==> config.mk <==
export PLATFORM = sky130hd
export DESIGN_NAME = dm_scan_shift
export DESIGN_NICKNAME = d
export VERILOG_FILES = /design/src/rtl/dm_scan_shift.sv
export SDC_FILE = /design/constraint.sdc
export NUM_CORES = 1
export LEC_CHECK = 0
export CAP_MARGIN = 40
export CORE_MARGIN = 3
export CORE_UTILIZATION = 46
export DETAILED_ROUTE_END_ITERATION = 8
export MAX_ROUTING_LAYER = met4
export PLACE_DENSITY = 0.76
export SLEW_MARGIN = 10
export SYNTH_ARGS = -nofsm -noshare
export SYNTH_HDL_FRONTEND = slang
export SYNTH_SLANG_ARGS = --single-unit
==> constraint.sdc <==
create_clock -name clk -period 1.96 [get_ports clk]
set_input_delay 0.294 -clock clk [delete_from_list [all_inputs] [get_ports clk]]
set_output_delay 0.294 -clock clk [all_outputs]
set_load 0.05 [all_outputs]
==> src/rtl/dm_scan_shift.sv <==
// Serial scan-chain shifter: loads a parallel word, shifts it out LSB first while
// capturing the returning chain bits, then presents the captured word with a Done pulse.
module dm_scan_shift #(
    parameter int WIDTH = 32
) (
    input  logic             clk,
    input  logic             reset,
    input  logic             Start,
    input  logic             Abort,
    input  logic [WIDTH-1:0] ParallelIn,
    input  logic             ScanIn,
    output logic             ScanOut,
    output logic             ScanEn,
    output logic             Busy,
    output logic             Done,
    output logic [WIDTH-1:0] ParallelOut
);
    localparam int CW = $clog2(WIDTH);
    localparam logic [CW-1:0] LAST = CW'(WIDTH - 1);

    typedef enum logic [1:0] {IDLE, SHIFT, DONE} state_t;

    state_t           state, state_nx;
    logic [WIDTH-1:0] sr, sr_nx, sr_shift, pout_nx;
    logic [CW-1:0]    cnt, cnt_nx;

    assign sr_shift = {ScanIn, sr[WIDTH-1:1]};

    always_ff @(posedge clk or posedge reset) begin
        if (reset) begin
            state       <= IDLE;
            sr          <= '0;
            cnt         <= '0;
            ParallelOut <= '0;
        end else begin
            state       <= state_nx;
            sr          <= sr_nx;
            cnt         <= cnt_nx;
            ParallelOut <= pout_nx;
        end
    end

    always_comb begin
        state_nx = state;
        sr_nx    = sr;
        cnt_nx   = cnt;
        pout_nx  = ParallelOut;
        case (state)
            IDLE: begin
                if (Start && !Abort) begin
                    sr_nx    = ParallelIn;
                    cnt_nx   = '0;
                    state_nx = SHIFT;
                end
            end
            SHIFT: begin
                // Abort wins even on the final edge, so the capture never lands
                if (Abort) begin
                    state_nx = IDLE;
                end else begin
                    sr_nx  = sr_shift;
                    cnt_nx = cnt + CW'(1);
                    if (cnt == LAST) begin
                        pout_nx  = sr_shift;
                        state_nx = DONE;
                    end
                end
            end
            DONE:    state_nx = IDLE;
            default: state_nx = IDLE;
        endcase
    end

    assign ScanEn  = (state == SHIFT);
    assign ScanOut = ScanEn & sr[0];
    assign Busy    = (state != IDLE);
    assign Done    = (state == DONE);
endmodule

=== Word level (Yosys, flattened, before mapping) ===
Index checks and enable logic that the tools add are counted.

* Register bits after elaboration: 71
* Input bits: 37
* Logic and storage cells: 31

* $add $sub $neg: 1
* Reductions and logical operators: 8
* Mux-type cells: 10
* Equal/unequal tests: 6
* Bitwise gates (word level): 2

{| class="wikitable"
|+ Operators by type and width
! operator !! count
|-
| 2-to-1 mux 32 bit || 2
|-
| case mux 32 bit (2 select lines) || 1
|-
| 2-to-1 mux 5 bit || 2
|-
| case mux 5 bit (2 select lines) || 1
|-
| 2-to-1 mux 2 bit || 3
|-
| AND reduction 3 bit || 2
|-
| adder 5 x 1 -> 5 bit (second input constant) || 1
|-
| == test 5 bit (second input constant) || 1
|-
| inequality test 2 bit (second input constant) || 2
|-
| case mux 2 bit (2 select lines) || 1
|-
| nonzero test 2 bit || 2
|-
| inequality test 3 x 2 -> 1 bit (second input constant) || 1
|-
| == test 2 x 1 -> 1 bit (second input constant) || 1
|-
| == test 2 bit (second input constant) || 1
|-
| logical NOT 2 bit || 1
|-
| AND reduction 2 bit || 1
|-
| bitwise AND 1 bit || 1
|-
| logical AND 1 bit || 1
|-
| logical NOT 1 bit || 1
|-
| inverter 1 bit || 1
|}

=== Depth between registers and ports, before layout ===
Gate-level depths: netlist of the first run.

* Word-level depth: 4
* Gate-level depth with buffers: 7

=== Worst setup path before layout of the first run ===
OpenSTA, ideal clock, no wires.

* Path type: reg-to-output
* Start: register state[1]
* End: output ScanOut
* Required time: 1.666 ns
* Arrival time: 1.679 ns
* Buffers on the path: 2
* Stages on the path, launching flop included: 6
* Slack: -0.013 ns
* Path through: dfrtp_1 > nand2b_1 > buf_6 > buf_6 > inv_1 > and2_1

* Longest elaborated chain between the ends: 2

{| class="wikitable"
|+ Ends and longest elaborated chain
! element !! RTL line !! source
|-
| start: declaration || 23 || <nowiki>state_t state, state_nx;</nowiki>
|-
| start signal: assignment || 36 || <nowiki>state <= state_nx;</nowiki>
|-
| == test 2 x 1 -> 1 bit || 74 || <nowiki>assign ScanEn = (state == SHIFT);</nowiki>
|-
| net ScanEn || 13 || <nowiki>output logic ScanEn,</nowiki>
|-
| bitwise AND 1 bit || 75 || <nowiki>assign ScanOut = ScanEn & sr[0];</nowiki>
|-
| end: declaration || 12 || <nowiki>output logic ScanOut,</nowiki>
|}

The timed path passes the listed nets, and every way through them passes these cells.

=== Worst setup path in the final report of the first run ===
* Start: register cnt[0]
* End: register ParallelOut[14]

* Longest elaborated chain between the ends: 2

{| class="wikitable"
|+ Ends and longest elaborated chain
! element !! RTL line !! source
|-
| start: declaration || 25 || <nowiki>logic [CW-1:0] cnt, cnt_nx;</nowiki>
|-
| start signal: assignment || 38 || <nowiki>cnt <= cnt_nx;</nowiki>
|-
| == test 5 bit || 63 || <nowiki>if (cnt == LAST) begin</nowiki>
|-
| AND reduction 3 bit (no line) || n/a ||
|-
| end signal: assignment || 39 || <nowiki>ParallelOut <= pout_nx;</nowiki>
|-
| end: declaration || 16 || <nowiki>output logic [WIDTH-1:0] ParallelOut</nowiki>
|}

Every way passes these cells.
A chain may end at the register's enable or synchronous reset.

==> results of run 1 <==
[timing repair]
| action | 4_1_cts | 5_1_grt |
|---|---|---|
| endpoints found under the setup margin | 0 | 31 |
| endpoints found under the hold margin | 0 | 0 |
| gates resized for setup | 0 | 0 |
| hold buffers | 0 | 0 |
| setup buffers | 0 | 2 |
[placed cells by master (no fill, tap or decap), drive strengths merged, types with 3 or more instances in the layout]
cell	netlist	routed
buf	12	14
clkbuf	0	12
clkdlybuf4s50	0	68
dfrtp	71	71
inv	7	6
mux2	97	97
mux2i	3	3
nand3	3	3
[power breakdown]
| group | total (mW) | switching [mW] | internal (mW) | leakage [nW] |
|---|---|---|---|---|
| sequential | 1.80 | 0.149 | 1.65 | 0.915 |
| clock | 1.09 | 0.517 | 0.577 | 0.0892 |
| combinational | 0.709 | 0.223 | 0.486 | 1.12 |
[kinds of logic after synthesis]
kind of cell	synth area share (%)
DFF	52.22
adders and majority gates	0.7354
muxes	39.17
AOI/OAI and AO/OA	1.030
buffers and inverters	4.119
and+or+nand+nor	2.722
[worst max-delay path by stage]
stage / endpoint / slack [ns]
3_5_place_dp: ParallelOut[14] / 0.07
5_1_grt: ParallelOut[14] / -0.04
3_3_place_gp: ParallelOut[17] / 0.10
6_report: ParallelOut[14] / 0.08
2_1_floorplan: ScanOut / 0.10
4_1_cts: ParallelOut[14] / 0.06
[critical path, delay by kind of cell (launching register included)]
kind	cells	cell delay, ns
adder cells (fa/ha/maj)	2	0.34
flip-flops	1	0.38
multiplexers	1	0.35
buffers and inverters	3	0.39
AND/OR/NAND/NOR	2	0.31
[through the flow]
step | power, mW | cell area, sq um | cells
2_1_floorplan | 2.325 | 3407 | 212
3_3_place_gp | 2.519 | 4268 | 375
3_5_place_dp | 2.538 | 4268 | 375
4_1_cts | 3.653 | 4447 | 390
5_1_grt | 3.783 | 4498 | 394
6_report | 3.603 | 4498 | 394
[flip-flops by register name, summed over array words and instances (netlist names)]
signal,flops
ParallelOut,32
sr,32
cnt,5
state,2
[layout make-up]
type	instances	area [sq um]	share of cell area [%]
flip-flops and latches	71	1777	39.50
clock buffers	11	131.4	2.921
clock inverters	4	47.55	1.057
repair buffers	83	902.1	20.06
well taps	96	120.1	2.670
multi-input cells	122	1490	33.13
inverters	7	30.03	0.6676
[metal layers]
layer	GRT usage (%)	vias to the layer above	routed length (microns)
li1	-	917	-
met1	21.44	994	3071
met2	23.54	62	2961
met3	6.399	9	366
met4	4.208	0	78
met5	-	-	0
==> results.ini, run 1 <==
[status]
status=complete, no violations

[global_route]
grt_max_degree=72
grt.overflow.total=0
grt_use_total_pct=16.25
antenna_found_initial=0
first_global_vias=2015
grt_pass1_wl_mm=10.43

[min_path]
hold_path.class=input port to asynchronous set/reset pin

[clocking]
tritoncts=done
cts_made_buffers=9
cts.sinks=71
clk_latency_ns=0.34
clk_path_buf_depth=2
path_clk_slew_ns=0.07
htree_levels=3
root_buffer=clkbuf_8

[synthesis]
synth-seq-cells=71
synth.largest_area_cell=dfrtp_1
synth_common_cells=dfrtp_1, mux2_4, mux2_2, buf_6, inv_1
synth.avg_cell_area_sq_um=16.05
synth_top_flop_cell=dfrtp_1
synth_most_common_cell=dfrtp_1
synth_cells=212
synth_fp_nets=251
async_flop_share_pct=100.0
synth_edf_count=0
synth_top_area_share_pct=52.23
ys_top_cells_by_area=dfrtp_1, mux2_4, mux2_2
synth_cell_types=24
syn-cell-area_sq_mm=0.003402
yosysSeqAreaShare_pct=52.23
yosysWarnings=0

[critical_path]
rr_worst_depth=8
r2r_end=ParallelOut[14]
crit_arrival_ns=2.10
crit_fanout=17
startpoint=cnt[0]
rrSetupSlack_ns=0.08
r2r-start=cnt[0]
required_ns=2.18
cpPeakStageDelay_ns=0.38
cp-start-kind=register
crit_type=register to register
crit_top_cell=ha_1
crit_path_end_kind=register
cp_slowest_cell=dfrtp_1
crit_chain=ha_1 > and3_1 > ha_1 > inv_1 > nor3_4 > buf_4 > buf_12 > mux2_2

[finish]
diodes=0
area_growth_pct=32.22
drive_gt1_share_pct=44.30
nets=333
fillers=545
post-route-util_pct=64.43

[sta]
maxSlewViolCount=0
hold_ws_ns=0.3912
setup_viol=0
hold_viol_final=0
period_share_pct=95.98
worst_clock_skew_ns=0.009997
min_period_ns=1.881
timing.final.ws_setup_ns=0.07873
relSlewSlack_pct=64.75
fmax_mhz=531.6
fin_tns_setup_ns=0
tightestPinTransition_ns=0.5272

[power_and_ir_drop]
leakage_nw=2.127
peakVddDrop_uv=515.0
powerDensity_mw_per_mm2=800.9

[detailed_routing]
first_iter_violations=21
drtAntennaViolNets=0
vias=1982
wl_mm=6.477
routedWlPerCell_microns=16.44
first_pass_iters=4
post-route-drc-count=0
viasPerCell=5.030

[placed_design]
gp_congestion=0.7964
place_hpwl_mm=4.149
dpl_worst_slack_ns=0.06906
io_buffers=72

[die]
fp.dieW_microns=92
row_count=30
ios=73
die-area_sq_mm=0.008464
coreArea_sq_mm=0.006982
die_height_microns=92
start_util_pct=48.73

[run]
maxCapViolations=0

Power figures use the tool's default switching activity.
==> run 2: changes to the inputs <==
- CORE_UTILIZATION: 46 -> 51
- DONT_BUFFER_PORTS: not set -> 1
- PLACE_DENSITY: 0.76 -> 0.69
- SLEW_MARGIN: 10 -> not set
==> run 2 against run 1 <==
Compared with the run above:
- power fell by 1.4%
- core utilization fell by 5.4 points
- combinational power fell by 13%
- clock power barely moved
- critical endpoint is now ParallelOut[9]
==> results.ini, run 2 (synthesis results as in run 1) <==
[detailed_routing]
first_pass_iters=4  ; unchanged
vias=1749  ; was 1,982
drtAntennaViolNets=0  ; unchanged
viasPerCell=5.679  ; was 5.030
routedWlPerCell_microns=20.12  ; was 16.44 microns
first_iter_violations=67  ; was 21
wl_mm=6.198  ; was 6.477 mm
post-route-drc-count=0  ; unchanged

[power_and_ir_drop]
powerDensity_mw_per_mm2=937.0  ; was 800.9 mW/mm^2
peakVddDrop_uv=518.0  ; was 515.0 uV
total_power_mw=3.552  ; was 3.603 mW
leakage_nw=1.877  ; was 2.127 nW

[finish]
diodes=0  ; unchanged
layoutNonFillerInstCount=308  ; was 394
final_cell_mix=dfrtp_1, mux2_4, mux2_2  ; was dfrtp_1, clkdlybuf4s50_1, mux2_4
nets=265  ; was 333
drive_gt1_share_pct=58.01  ; was 44.30%
final_common_cell=dfrtp_1  ; unchanged
top_regs=ParallelOut x32, sr x32, cnt x5  ; unchanged
seqCellArea_sq_mm=0.001778  ; was 0.001777 sq mm
multi_input_area_sq_mm=0.001498  ; was 0.001490 sq mm
fin_area_sq_mm=0.003791  ; was 0.004498 sq mm
area_growth_pct=11.44  ; was 32.22%
fillers=506  ; was 545

[clocking]
path_clk_slew_ns=0.07  ; about the same
htree_levels=3  ; unchanged
cts_made_buffers=9  ; unchanged
clk_path_buf_depth=2  ; unchanged
root_buffer=clkbuf_8  ; unchanged
tritoncts=done  ; unchanged
cts.sinks=71  ; unchanged
clk_latency_ns=0.32  ; was 0.34 ns

[critical_path]
crit_arrival_ns=2.09  ; was 2.10 ns
crit_path_end_kind=register  ; unchanged
cp-start-kind=register  ; unchanged
crit_type=register to register  ; unchanged
crit_fanout=14  ; was 17
required_ns=2.16  ; was 2.18 ns

[sta]
timing.final.ws_setup_ns=0.07680  ; was 0.07873 ns
period_share_pct=96.08  ; was 95.98%
relSlewSlack_pct=66.86  ; was 64.75%
grt_setup_unrepaired=yes
min_period_ns=1.883  ; was 1.881 ns
hold_viol_final=0  ; unchanged
tightestPinTransition_ns=0.4971  ; was 0.5272 ns
maxSlewViolCount=0  ; unchanged
worst_clock_skew_ns=0.008074  ; was 0.009997 ns
fmax_mhz=531.0  ; was 531.6 MHz
setup_viol=0  ; unchanged

[global_route]
grt_pass1_wl_mm=9.770  ; was 10.43 mm
grt_use_total_pct=17.27  ; was 16.25%
first_global_vias=1910  ; was 2,015
antenna_found_initial=0  ; unchanged
grt_max_degree=37  ; was 72
grt.overflow.total=0  ; unchanged

[run]
maxCapViolations=0  ; unchanged

[die]
die-area_sq_mm=0.007687  ; was 0.008464 sq mm
fp.dieW_microns=87.68  ; was 92 microns
die_height_microns=87.68  ; was 92 microns
row_count=29  ; was 30
coreArea_sq_mm=0.006422  ; was 0.006982 sq mm
start_util_pct=52.97  ; was 48.73%
ios=73  ; unchanged

[placed_design]
postPlaceCellArea_sq_mm=0.003518  ; was 0.004268 sq mm
gp_congestion=0.7031  ; was 0.7964
io_buffers=0  ; was 72
place_hpwl_mm=4.338  ; was 4.149 mm
dpl_worst_slack_ns=0.07194  ; was 0.06906 ns
numPlacedInstances=287  ; was 375

[min_path]
hold_path.class=input port to register  ; was input port to asynchronous set/reset pin

[status]
status=complete, no violations  ; unchanged

==> run 2: changes by cell type in the layout (fill, tap and decap cells not counted), sizes merged <==
cell	change
buf	-1
clkbuf	+1
clkdlybuf4s50	-68
clkinv	+1
clkinvlp	-1
dlygate4sd3	+1
==> run 2: stage by stage <==
step	hold WS (ns)	setup TNS, ns	util [%]
6_report	0.02633	0	59.03
5_1_grt	0.009397	-0.6948	59.03
4_1_cts	0.009620	0	57.96
3_5_place_dp	0.09235	0	54.78
3_3_place_gp	0.09094	0	54.78
2_1_floorplan	0.3648	0	-
==> run 2: worst paths after layout <==
path / startpoint / end / slack (ns) / cells after the start
setup / recovery: cnt[1] / ParallelOut[9] / 0.08 / 8
hold / removal: Abort / state[0] / 0.03 / 1
setup reg to reg: cnt[1] / ParallelOut[9] / 0.08 / 8
hold reg to reg: state[1] / state[0] / 0.53 / 1
max in group asynchronous: reset / sr[10] / 1.01 / 3
min in group asynchronous: reset / sr[0] / 0.36 / 2
==> run 2: area by class of cell <==
| type | instances | area share [%] |
|---|---|---|
| Clock buffer | 12 | 3.828 |
| Inverter | 7 | 0.7921 |
| Clock inverter | 4 | 1.188 |
| Tap cell | 77 | 2.541 |
| Timing Repair Buffer | 15 | 5.248 |
| Sequential cell | 71 | 46.90 |
| Multi-Input combinational cell | 122 | 39.51 |
==> run 2: power by group <==
group          leakage, nW  total (mW)  internal [mW]  switching [mW]
Clock                0.100        1.12          0.618           0.500
Sequential           0.913        1.82           1.65           0.170
Combinational        0.864       0.614          0.411           0.203
==> run 2: per-layer routing <==
layer | up-vias | global-route usage (%) | wire length [microns]
met5 | - | - | 0
met3 | 3 | 4.986 | 368
li1 | 782 | - | -
met4 | 0 | 6.555 | 34
met1 | 910 | 20.80 | 2583
met2 | 54 | 27.47 | 3212
==> run 2: what timing repair did <==
action	in CTS	in global routing
setup buffers	0	3
endpoints found under the setup margin	1	33
resized for setup	1	4
cloned	0	1
hold endpoints to repair	42	0
pin swaps	0	1
hold buffers	1	0
==> run 2: worst max-delay path, stage by stage (launching register included) <==
cell     delay [ns]
dfrtp_1        0.38
ha_2           0.19
and3_1         0.15
ha_1           0.13
inv_1          0.07
nor3_4         0.21
buf_12         0.14
buf_12         0.14
mux2_2         0.34
